===== config.mk =====
export PLATFORM = sky130hd
export DESIGN_NAME = hvac_thermostat_fsm
export DESIGN_NICKNAME = d
export VERILOG_FILES = /design/src/rtl/hvac_thermostat_fsm.sv
export SDC_FILE = /design/constraint.sdc
export NUM_CORES = 1
export LEC_CHECK = 0
export BUFFER_PORTS_ARGS = -buffer_cell sky130_fd_sc_hd__buf_2
export CAP_MARGIN = 0
export CORE_UTILIZATION = 45
export DETAILED_ROUTE_END_ITERATION = 12
export PLACE_DENSITY_LB_ADDON = 0.15
export SLEW_MARGIN = 20
export SYNTH_ARGS = -nofsm -noshare
export SYNTH_HDL_FRONTEND = slang
export SYNTH_SLANG_ARGS = --single-unit

===== constraint.sdc =====
create_clock -name clk -period 2.8 [get_ports clk]
set_clock_uncertainty 0.1 [all_clocks]
set_input_delay 0.14 -clock clk [delete_from_list [all_inputs] [get_ports clk]]
set_output_delay 0.14 -clock clk [all_outputs]
set_load 0.05 [all_outputs]

===== src/rtl/hvac_thermostat_fsm.sv =====
// ============================================================================
// hvac_thermostat_fsm
//
// Thermostat controller between the sensor comparator bank and the relay
// drivers. The temperature arrives as a thermometer code. The controller
// debounces the code into a filtered level and drives the heat, fan and ac
// relays from a Moore FSM. It provides threshold hysteresis, a minimum-on
// dwell, compressor anti-short-cycle lockout, fan run-on, and a sticky fault
// when a malformed code is held.
//
// Ports
//   clk         in   1           system clock, rising edge
//   reset       in   1           synchronous, active-high
//   temp_therm  in   NUM_LEVELS  bit i set => temp >= threshold i (bit 0 lowest)
//   mode        in   2           00 OFF, 01 HEAT, 10 COOL, 11 AUTO
//   heat        out  1           heater relay
//   fan         out  1           fan relay
//   ac          out  1           compressor relay
//   lockout     out  1           compressor lockout counter is non-zero
//   fault       out  1           sticky malformed-input flag
//   state_o     out  3           0 IDLE, 1 HEATING, 2 COOLING, 3 RUNON, 4 FAULT
// ============================================================================
module hvac_thermostat_fsm #(
    parameter int NUM_LEVELS   = 5,
    parameter int HEAT_ON_LVL  = 0,
    parameter int HEAT_OFF_LVL = 2,
    parameter int COOL_OFF_LVL = 3,
    parameter int COOL_ON_LVL  = 5,
    parameter int DEBOUNCE_CYC = 3,
    parameter int MIN_ON_CYC   = 8,
    parameter int MIN_OFF_CYC  = 16,
    parameter int RUNON_CYC    = 4
) (
    input  logic                  clk,
    input  logic                  reset,
    input  logic [NUM_LEVELS-1:0] temp_therm,
    input  logic [1:0]            mode,
    output logic                  heat,
    output logic                  fan,
    output logic                  ac,
    output logic                  lockout,
    output logic                  fault,
    output logic [2:0]            state_o
);

    localparam int LVL_W     = $clog2(NUM_LEVELS + 1);
    localparam int DB_W      = $clog2(DEBOUNCE_CYC + 1);
    localparam int DWELL_W   = (MIN_ON_CYC > 1)  ? $clog2(MIN_ON_CYC)      : 1;
    localparam int LOCK_W    = (MIN_OFF_CYC > 0) ? $clog2(MIN_OFF_CYC + 1) : 1;
    localparam int RUNON_W   = (RUNON_CYC > 0)   ? $clog2(RUNON_CYC + 1)   : 1;

    localparam logic [LVL_W-1:0]   HEAT_ON_L   = LVL_W'(HEAT_ON_LVL);
    localparam logic [LVL_W-1:0]   HEAT_OFF_L  = LVL_W'(HEAT_OFF_LVL);
    localparam logic [LVL_W-1:0]   COOL_OFF_L  = LVL_W'(COOL_OFF_LVL);
    localparam logic [LVL_W-1:0]   COOL_ON_L   = LVL_W'(COOL_ON_LVL);
    localparam logic [DB_W-1:0]    DB_MAX      = DB_W'(DEBOUNCE_CYC);
    localparam logic [DWELL_W-1:0] DWELL_LAST  = DWELL_W'(MIN_ON_CYC - 1);
    localparam logic [LOCK_W-1:0]  LOCK_LOAD   = LOCK_W'(MIN_OFF_CYC);
    localparam logic [RUNON_W-1:0] RUNON_LAST  = RUNON_W'((RUNON_CYC > 0) ? RUNON_CYC - 1 : 0);

    typedef enum logic [2:0] {
        ST_IDLE    = 3'd0,
        ST_HEATING = 3'd1,
        ST_COOLING = 3'd2,
        ST_RUNON   = 3'd3,
        ST_FAULT   = 3'd4
    } state_t;

    // With no run-on configured, a heat/cool exit lands directly in IDLE.
    localparam state_t EXIT_ST = (RUNON_CYC == 0) ? ST_IDLE : ST_RUNON;

    state_t                  r_state;
    state_t                  w_next;
    logic [NUM_LEVELS-1:0]   r_prev_code;
    logic [DB_W-1:0]         r_db_cnt;
    logic [LVL_W-1:0]        r_filt_lvl;
    logic                    r_filt_valid;
    logic [DWELL_W-1:0]      r_dwell;
    logic [LOCK_W-1:0]       r_lock_cnt;
    logic [RUNON_W-1:0]      r_runon_cnt;

    logic                    w_code_valid;
    logic [LVL_W-1:0]        w_raw_lvl;
    logic [DB_W-1:0]         w_db_next;
    logic                    w_db_done;
    logic                    w_filt_load;
    logic                    w_fault_trig;
    logic                    w_heat_dem;
    logic                    w_cool_dem;
    logic                    w_dwell_done;

    // ------------------------------------------------------------------------
    // Code check and level extraction
    // ------------------------------------------------------------------------
    // NOTE: every signal written here gets a default first, so no path
    // through the block leaves it unassigned and no latch is inferred.
    always_comb begin
        w_code_valid = 1'b1;
        w_raw_lvl    = '0;
        for (int i = 0; i < NUM_LEVELS; i++) begin
            w_raw_lvl = w_raw_lvl + LVL_W'(temp_therm[i]);
        end
        // A set bit above a clear bit cannot come from a comparator bank.
        for (int i = 1; i < NUM_LEVELS; i++) begin
            if (temp_therm[i] && !temp_therm[i-1]) begin
                w_code_valid = 1'b0;
            end
        end
    end

    // Run length of the current code, including this edge; saturates so a
    // long-held code keeps w_db_done asserted without wrapping.
    always_comb begin
        if (temp_therm != r_prev_code) begin
            w_db_next = DB_W'(1);
        end else if (r_db_cnt == DB_MAX) begin
            w_db_next = r_db_cnt;
        end else begin
            w_db_next = r_db_cnt + DB_W'(1);
        end
    end

    assign w_db_done    = (w_db_next == DB_MAX);
    assign w_filt_load  = w_db_done &  w_code_valid;
    assign w_fault_trig = w_db_done & ~w_code_valid;

    assign w_heat_dem   = r_filt_valid & mode[0] & (r_filt_lvl <= HEAT_ON_L);
    assign w_cool_dem   = r_filt_valid & mode[1] & (r_filt_lvl >= COOL_ON_L)
                        & (r_lock_cnt == '0);
    assign w_dwell_done = (r_dwell >= DWELL_LAST);

    // ------------------------------------------------------------------------
    // Next-state logic
    // ------------------------------------------------------------------------
    always_comb begin
        w_next = r_state;
        if (w_fault_trig) begin
            w_next = ST_FAULT;
        end else begin
            case (r_state)
                ST_IDLE: begin
                    if (w_heat_dem)      w_next = ST_HEATING;
                    else if (w_cool_dem) w_next = ST_COOLING;
                end
                ST_HEATING: begin
                    // OFF overrides the dwell; a threshold exit honours it.
                    if (mode == 2'b00) begin
                        w_next = EXIT_ST;
                    end else if (w_dwell_done && (r_filt_lvl >= HEAT_OFF_L || !mode[0])) begin
                        w_next = EXIT_ST;
                    end
                end
                ST_COOLING: begin
                    if (mode == 2'b00) begin
                        w_next = EXIT_ST;
                    end else if (w_dwell_done && (r_filt_lvl <= COOL_OFF_L || !mode[1])) begin
                        w_next = EXIT_ST;
                    end
                end
                ST_RUNON: begin
                    if (w_heat_dem)                      w_next = ST_HEATING;
                    else if (w_cool_dem)                 w_next = ST_COOLING;
                    else if (r_runon_cnt == RUNON_LAST)  w_next = ST_IDLE;
                end
                ST_FAULT: w_next = ST_FAULT;
                default:  w_next = ST_IDLE;
            endcase
        end
    end

    // ------------------------------------------------------------------------
    // State and counters
    // ------------------------------------------------------------------------
    // NOTE: sequential state uses non-blocking assignments so every register
    // samples the pre-edge values, independent of statement order.
    always_ff @(posedge clk) begin
        if (reset) begin
            r_state      <= ST_IDLE;
            r_prev_code  <= '0;
            r_db_cnt     <= '0;
            r_filt_lvl   <= '0;
            r_filt_valid <= 1'b0;
            r_dwell      <= '0;
            r_lock_cnt   <= '0;
            r_runon_cnt  <= '0;
        end else begin
            r_state     <= w_next;
            r_prev_code <= temp_therm;
            r_db_cnt    <= w_db_next;

            if (w_filt_load) begin
                r_filt_lvl   <= w_raw_lvl;
                r_filt_valid <= 1'b1;
            end

            if (w_next != r_state) begin
                r_dwell <= '0;
            end else if ((r_state == ST_HEATING || r_state == ST_COOLING) &&
                         r_dwell != DWELL_LAST) begin
                r_dwell <= r_dwell + DWELL_W'(1);
            end

            if (w_next != r_state) begin
                r_runon_cnt <= '0;
            end else if (r_state == ST_RUNON && r_runon_cnt != RUNON_LAST) begin
                r_runon_cnt <= r_runon_cnt + RUNON_W'(1);
            end

            // Any departure from COOLING arms the compressor rest period.
            if (r_state == ST_COOLING && w_next != ST_COOLING) begin
                r_lock_cnt <= LOCK_LOAD;
            end else if (r_lock_cnt != '0) begin
                r_lock_cnt <= r_lock_cnt - LOCK_W'(1);
            end
        end
    end

    // ------------------------------------------------------------------------
    // Moore output decode from the state register only
    // ------------------------------------------------------------------------
    always_comb begin
        heat  = 1'b0;
        fan   = 1'b0;
        ac    = 1'b0;
        fault = 1'b0;
        case (r_state)
            ST_HEATING: begin heat = 1'b1; fan = 1'b1; end
            ST_COOLING: begin ac   = 1'b1; fan = 1'b1; end
            ST_RUNON:   fan   = 1'b1;
            ST_FAULT:   fault = 1'b1;
            default:    ;
        endcase
    end

    assign lockout = (r_lock_cnt != '0);
    assign state_o = r_state;

endmodule


==> results of run 1 <==
## where the power goes
group	switching [mW]	internal (mW)	total (mW)
Sequential	0.0527	0.398	0.451
Clock	0.106	0.0535	0.159
Combinational	0.305	0.182	0.487
## cell usage in the layout, fill, tap and decap left out, drive strengths merged, types with 3 or more instances in the layout
master | synthesis | final
a31oi | 3 | 3
dfxtp | 25 | 25
inv | 12 | 12
ha | 7 | 7
nor3b | 4 | 4
clkbuf | 1 | 3
a21oi | 4 | 4
nor2 | 22 | 22
nor3 | 6 | 6
xnor2 | 8 | 8
nand2 | 7 | 7
dlygate4sd3 | 0 | 3
nand3 | 3 | 3
o21ai | 3 | 3
buf | 3 | 16
mux2i | 6 | 6
nor2b | 9 | 9
## flip-flops by register name (all words and copies together), names as in the netlist
name / count
r_lock_cnt: 5
r_prev_code: 5
r_dwell: 3
r_filt_lvl: 3
r_runon_cnt: 3
state_o: 3
r_db_cnt: 2
r_filt_valid: 1
## per-stage QoR
stage	instance area [sq um]	total power [mW]	hold WS [ps]	setup WS, ps	cells
6_report	1610	1.10	18.5	389	216
5_1_grt	1610	1.17	8.46	229	216
4_1_cts	1610	1.11	6.28	383	216
3_5_place_dp	1550	0.943	340	422	209
3_3_place_gp	1550	0.926	332	507	209
2_1_floorplan	1450	0.849	112	5.34	153
## metal layers
layer / GRT usage, % / part of all wire [%] / vias to the layer above / wire (um)
met3: 2.42 / 4.6 / 5 / 128
li1: - / - / 581 / -
met4: 8.84 / 1.8 / 0 / 49
met5: 0 / 0 / - / 0
met1: 22.5 / 46 / 538 / 1260
met2: 31.7 / 48 / 27 / 1320
## final cells by class
type                       instances  area [sq um]  area share (%)
clock buffer                       3          22.5            1.40
clock inverter                     1          5.00           0.311
inverter                          12          45.0            2.80
multi-input combinational        112           870            54.1
sequential                        25           500            31.1
tap                               44          55.1            3.42
timing repair buffer              19           110            6.85
## worst paths after layout
path / from / end / slack [ps] / cells past startpoint
hold reg to reg: r_db_cnt[0] / r_db_cnt[0] / 370 / 1
setup / recovery: r_runon_cnt[0] / r_lock_cnt[2] / 390 / 8
hold / removal: temp_therm[1] / r_prev_code[1] / 20 / 2
setup reg to reg: r_runon_cnt[0] / r_lock_cnt[2] / 390 / 8
## cells by family (layout without fill, tap and decap cells)
kind of cell	count (synthesis)	in the layout	share of synthesized area, %
AOI/OAI and AO/OA	26	26	16.0
adders and majority gates	9	9	8.79
xor gates and xnor gates	10	10	6.03
buffers and inverters	16	35	5.68
and+or+nand+nor	61	61	24.9
DFF	25	25	34.5
muxes	6	6	4.13
## critical path, cell delays in order, from the launching register on
cell and delay (ps):
dfxtp_1 350, ha_1 200, ha_1 170, and4bb_1 430
o21bai_2 200, a221oi_1 150, o41ai_2 390, nand2b_2 140
nor3_1 220
==> summary.md, run 1 <==
| Metric | Value |
|---|---|
| Post-Synthesis Cells | `approximately 150` |
| Clock-pin slew on the worst setup and hold paths | `around 130 ps` |
| Ys Warns | `0` |
| Clock root buffer | `clkbuf_4` |
| Hold Crit Class | `in2reg` |
| Min Clock Period, post-route | `about 2400 ps` |
| Gpl congestion | `~0.84` |
| TritonCTS Sinks | `25` |
| Core area | `3050 sq um` |
| Via count | `between 1k and 1.5k` |
| Rows | `20` |
| Clk_lat worst skew | `approximately 320 ps` |
| Boundary pin count | `17` |
| Starting Density | `about 48%` |
| Vias/cell | `roughly 5.3` |
| Synthesis-to-finish area growth | `10.7%` |
| Share of cells above drive strength 1 | `20.9%` |
| Clock buffer depth | `2` |
| Area fraction of the dominant cell type after synthesis | `34.5%` |
| Post-synthesis sequential area ratio | `~34%` |
| Worst setup EP type | `flip-flop` |
| Drt drc | `0` |
| Detailed router's first-iteration violation count | `22` |
| Fin. Hold Viols | `0` |
| Type of the worst setup path | `reg2reg` |
| Die width | `between 50 and 60 um` |
| CP Max Fanout | `6` |
| Vert. Die Dim | `58.8 um` |
| Final slew viol count | `0` |
| Required @ worst endpoint | `between 2000 and 3000 ps` |
| First-pass DRT Iterations | `4` |
| Post-synth ARST share | `0%` |
| Startpoint Class | `flip-flop` |
| FF+latch count, synth | `25` |
| Antenna viol nets, final | `0` |
| Total die area | `roughly 3500 sq um` |
| H-Tree Depth | `1` |
| Status | `finished, final reports clean` |
| CP arrival | `between 2000 and 3000 ps` |
| Yosys top cell by area | `dfxtp_1` |
| Vias in the first global route | `1116` |
| Pwr/cell area | `682 nW/um^2` |
| Post-CTS Setup Bufs | `0` |
| Initial antenna violation count | `0` |
| Top-count cell post-synth | `dfxtp_1` |
| TritonCTS Buffers | `3` |
| Util after Layout | `52.7%` |
| Cell area after synthesis | `1450 sq um` |
| Yosys cell types | `48` |
| Syn_area_per_cell | `approximately 9.5 sq um` |
| Post-synth EDFFs | `0` |
| Worst-Margin Slew | `572 ps` |
| First-pass GRT wire length | `between 4000 and 5000 um` |
| Pin count of the biggest net entering global routing | `18` |
| Crit share post-route | `between 80 and 90%` |
| Mapped Nets | `~170` |
| RSZ-0062 raised after global routing | `false` |
| Slew headroom | `roughly three fifths` |
| Ant diodes | `0` |
| Filler Cell Count | `313` |
| Static Leak | `approximately 0.68 nW` |
| Fin nets | `191` |
| Routed wire length | `between 2000 and 3000 um` |
| F_max | `slightly above 0.4 GHz` |
| Cts hold-fix bufs | `3` |
| Ranking of synthesized cells by area | `dfxtp_1 34%, ha_1 6.0%, nor2_1 5.7%` |
| Max-cap violations | `0` |
| Grt ovf | `0` |
| Setup-failing EPs final | `0` |
| Avg WL per Cell | `between 10 and 15 um` |
| Synth Flop Type | `dfxtp_1` |
| Synth cell count leaders | `25 x dfxtp_1, 22 x nor2_1, 11 x inv_1, 9 x nor2b_1, 8 x xnor2_1` |
| Cts repair resizes | `0` |
| Setup TNS Final | `0 ps` |
| Port Buf Inserts | `16` |
| Hpwl dp | `around 2100 um` |
| Max VDD drop | `around 0.26 mV` |
| Gr usage total | `18.4%` |
| TritonCTS clock tree | `done` |
Note: power is estimated with default switching activity, not from simulation.
==> run 2: changes to the inputs <==
--- a/config.mk
+++ b/config.mk
@@ -5,6 +5,7 @@
 export SDC_FILE = /design/constraint.sdc
 export NUM_CORES = 1
 export LEC_CHECK = 0
+export ABC_AREA = 1
 export BUFFER_PORTS_ARGS = -buffer_cell sky130_fd_sc_hd__buf_2
 export CAP_MARGIN = 0
 export CORE_UTILIZATION = 45
==> run 2 against run 1 <==
Clock-buffer cell count grew 1. Sequential power shrank 9.1%. Routed wire length shrank 2.5%. Clock power is essentially flat. Combinational power shrank 40%. Setup slack gained 350 ps. Synthesized cell count grew 25%. Non-clock buffer count grew 2. Highest routed layer unchanged.
==> summary.md, run 2 <==
| Metric | Value |
|---|---|
| Clk_lat worst skew | `between 300 and 400 ps` |
| Dpl cell area | `between 1500 and 2000 sq um` |
| Initial antenna violation count | `0` |
| Port Buf Inserts | `16` |
| Post-synth EDFFs | `0` |
| CP arrival | `roughly 2200 ps` |
| Yosys cell types | `31` |
| Filler Cell Count | `~310` |
| Total die area | `roughly 3400 sq um` |
| Synthesis-to-finish area growth | `14.5%` |
| Antenna viol nets, final | `0` |
| Cell area after synthesis | `around 1400 sq um` |
| Mapped Nets | `210` |
| Ant diodes | `0` |
| Static Leak | `between 0.7 and 0.8 nW` |
| FF+latch count, synth | `25` |
| Post-Layout Cell Count | `260` |
| Avg WL per Cell | `about 10 um` |
| Boundary pin count | `17` |
| Yosys top cell by area | `dfxtp_1` |
| Pwr/cell area | `about 530 nW/um^2` |
| Clock buffer depth | `2` |
| Post-synthesis sequential area ratio | `approximately a third` |
| Top flop regs | `r_lock_cnt: 5 flops, r_prev_code: 5 flops` |
| Via count | `roughly 1.2k` |
| Cts hold-fix bufs | `5` |
| Cts repair resizes | `0` |
| F_max | `between 0.4 and 0.5 GHz` |
| Drt drc | `0` |
| Vias/cell | `approximately 4.7` |
| Worst-Margin Slew | `413 ps` |
| Grt ovf | `0` |
| Post-CTS Setup Bufs | `0` |
| Rows | `20` |
| Starting Density | `between 40 and 50%` |
| Required @ worst endpoint | `roughly 2900 ps` |
| Share of cells above drive strength 1 | `between 20% and 30%` |
| Synth cell count leaders | `41 x nand2_1, 27 x inv_1, 25 x dfxtp_1, 17 x nor2_1` |
| Status | `finished, final reports clean` |
| Final instance area | `approximately 1600 sq um` |
| H-Tree Depth | `1` |
| Setup-failing EPs final | `0` |
| RSZ-0062 raised after global routing | `false` |
| Type of the worst setup path | `in2reg` |
| Post-Synthesis Cells | `between 150 and 200` |
| Placed insts | `between 200 and 300` |
| Post-synth ARST share | `0%` |
| TritonCTS Buffers | `3` |
| Gr usage total | `17.8%` |
| Min Clock Period, post-route | `about 2100 ps` |
| First-pass DRT Iterations | `4` |
| Max VDD drop | `0.247 mV` |
| Vias in the first global route | `roughly 1.2k` |
| Clock-pin slew on the worst setup and hold paths | `about 130 ps` |
| Routed wire length | `between 2000 and 3000 um` |
| TritonCTS Sinks | `25` |
| Worst hold margin | `52.0 ps` |
| Synth Flop Type | `dfxtp_1` |
| Hpwl dp | `2140 um` |
| First-pass GRT wire length | `around 4700 um` |
| Syn_area_per_cell | `roughly 7.4 sq um` |
| Max-cap violations | `0` |
| Gpl congestion | `just over 0.8` |
| Top-count cell post-synth | `nand2_1` |
| Area fraction of the dominant cell type after synthesis | `35.1%` |
| Setup TNS Final | `0 ps` |
| Most common cell after layout, fill and taps aside | `nand2_1` |
| Final slew viol count | `0` |
| Ys Warns | `0` |
| Clock root buffer | `clkbuf_4` |
| Ranking of synthesized cells by area | `dfxtp_1 35%, nand2_1 11%, inv_1 7.1%` |
| Crit share post-route | `around three quarters` |
| Hold Crit Class | `in2reg` |
| Detailed router's first-iteration violation count | `33` |
| Most frequent cells in the layout | `41 x nand2_1, 27 x inv_1, 25 x dfxtp_1` |
| Fin nets | `235` |
| Pin count of the biggest net entering global routing | `14` |
| Die width | `approximately 58 um` |
| Vert. Die Dim | `about 58 um` |
| Core area | `3030 sq um` |
| Worst setup EP type | `flip-flop` |
| Slew headroom | `72.3%` |
| Fin. Hold Viols | `0` |
| CP Max Fanout | `4` |
| TritonCTS clock tree | `done` |
| Startpoint Class | `primary input` |
[run 2: cell families after synthesis]
logic type	share of synthesized area, %
fa+ha+maj	8.94
simple gates	30.5
compound gates	9.73
flops	35.1
buf+inv	9.20
xor+xnor	4.29
mux	2.28
[run 2: layer usage]
metal / part of all wire, % / track usage (%) / up-vias / wire [um]
met5: 0 / 0 / - / 0
met3: 2.9 / 1.98 / 2 / 77
met1: 46 / 20.9 / 563 / 1230
met2: 51 / 33.8 / 17 / 1370
li1: - / - / 649 / -
met4: 0.48 / 5.10 / 0 / 13
[run 2: metrics by stage]
stage / setup slack [ps] / utilization [%] / power [mW]
3_3_place_gp: 972 / 51.5 / 0.695
3_5_place_dp: 945 / 51.5 / 0.706
2_1_floorplan: 609 / - / 0.644
5_1_grt: 699 / 54.0 / 0.927
4_1_cts: 750 / 54.0 / 0.872
6_report: 736 / 54.0 / 0.863
[run 2: worst max-delay path, cell delays in order]
cell	delay [ps]
dlygate4sd3_1	530
buf_2	160
fa_1	490
fa_1	370
ha_1	270
o21ai_0	150
a21oi_1	50
[run 2: area by class of cell]
cell class              instances  area, sq um  share of cell area (%)
repair buffers                 21          130                    7.96
flip-flops and latches         25          500                    30.6
clock buffers                   4         26.3                    1.61
well taps                      44         55.1                    3.37
multi-input cells             132          796                    48.7
inverters                      34          128                    7.80
[run 2: worst paths after layout]
kind / start / endpoint / slack (ps) / depth (start not counted)
setup / recovery: temp_therm[0] / r_filt_lvl[1] / 740 / 7
hold / removal: reset / r_prev_code[2] / 50 / 2
setup reg to reg: r_lock_cnt[0] / r_runon_cnt[0] / 920 / 12
hold reg to reg: r_filt_lvl[0] / r_filt_lvl[0] / 360 / 2
[run 2: power breakdown]
group	leakage, nW	internal (mW)	total [mW]	switching, mW
Clock	0.0150	0.0556	0.159	0.103
Sequential	0.204	0.390	0.410	0.0201
Combinational	0.541	0.104	0.294	0.190
Total	0.761	0.550	0.863	0.313
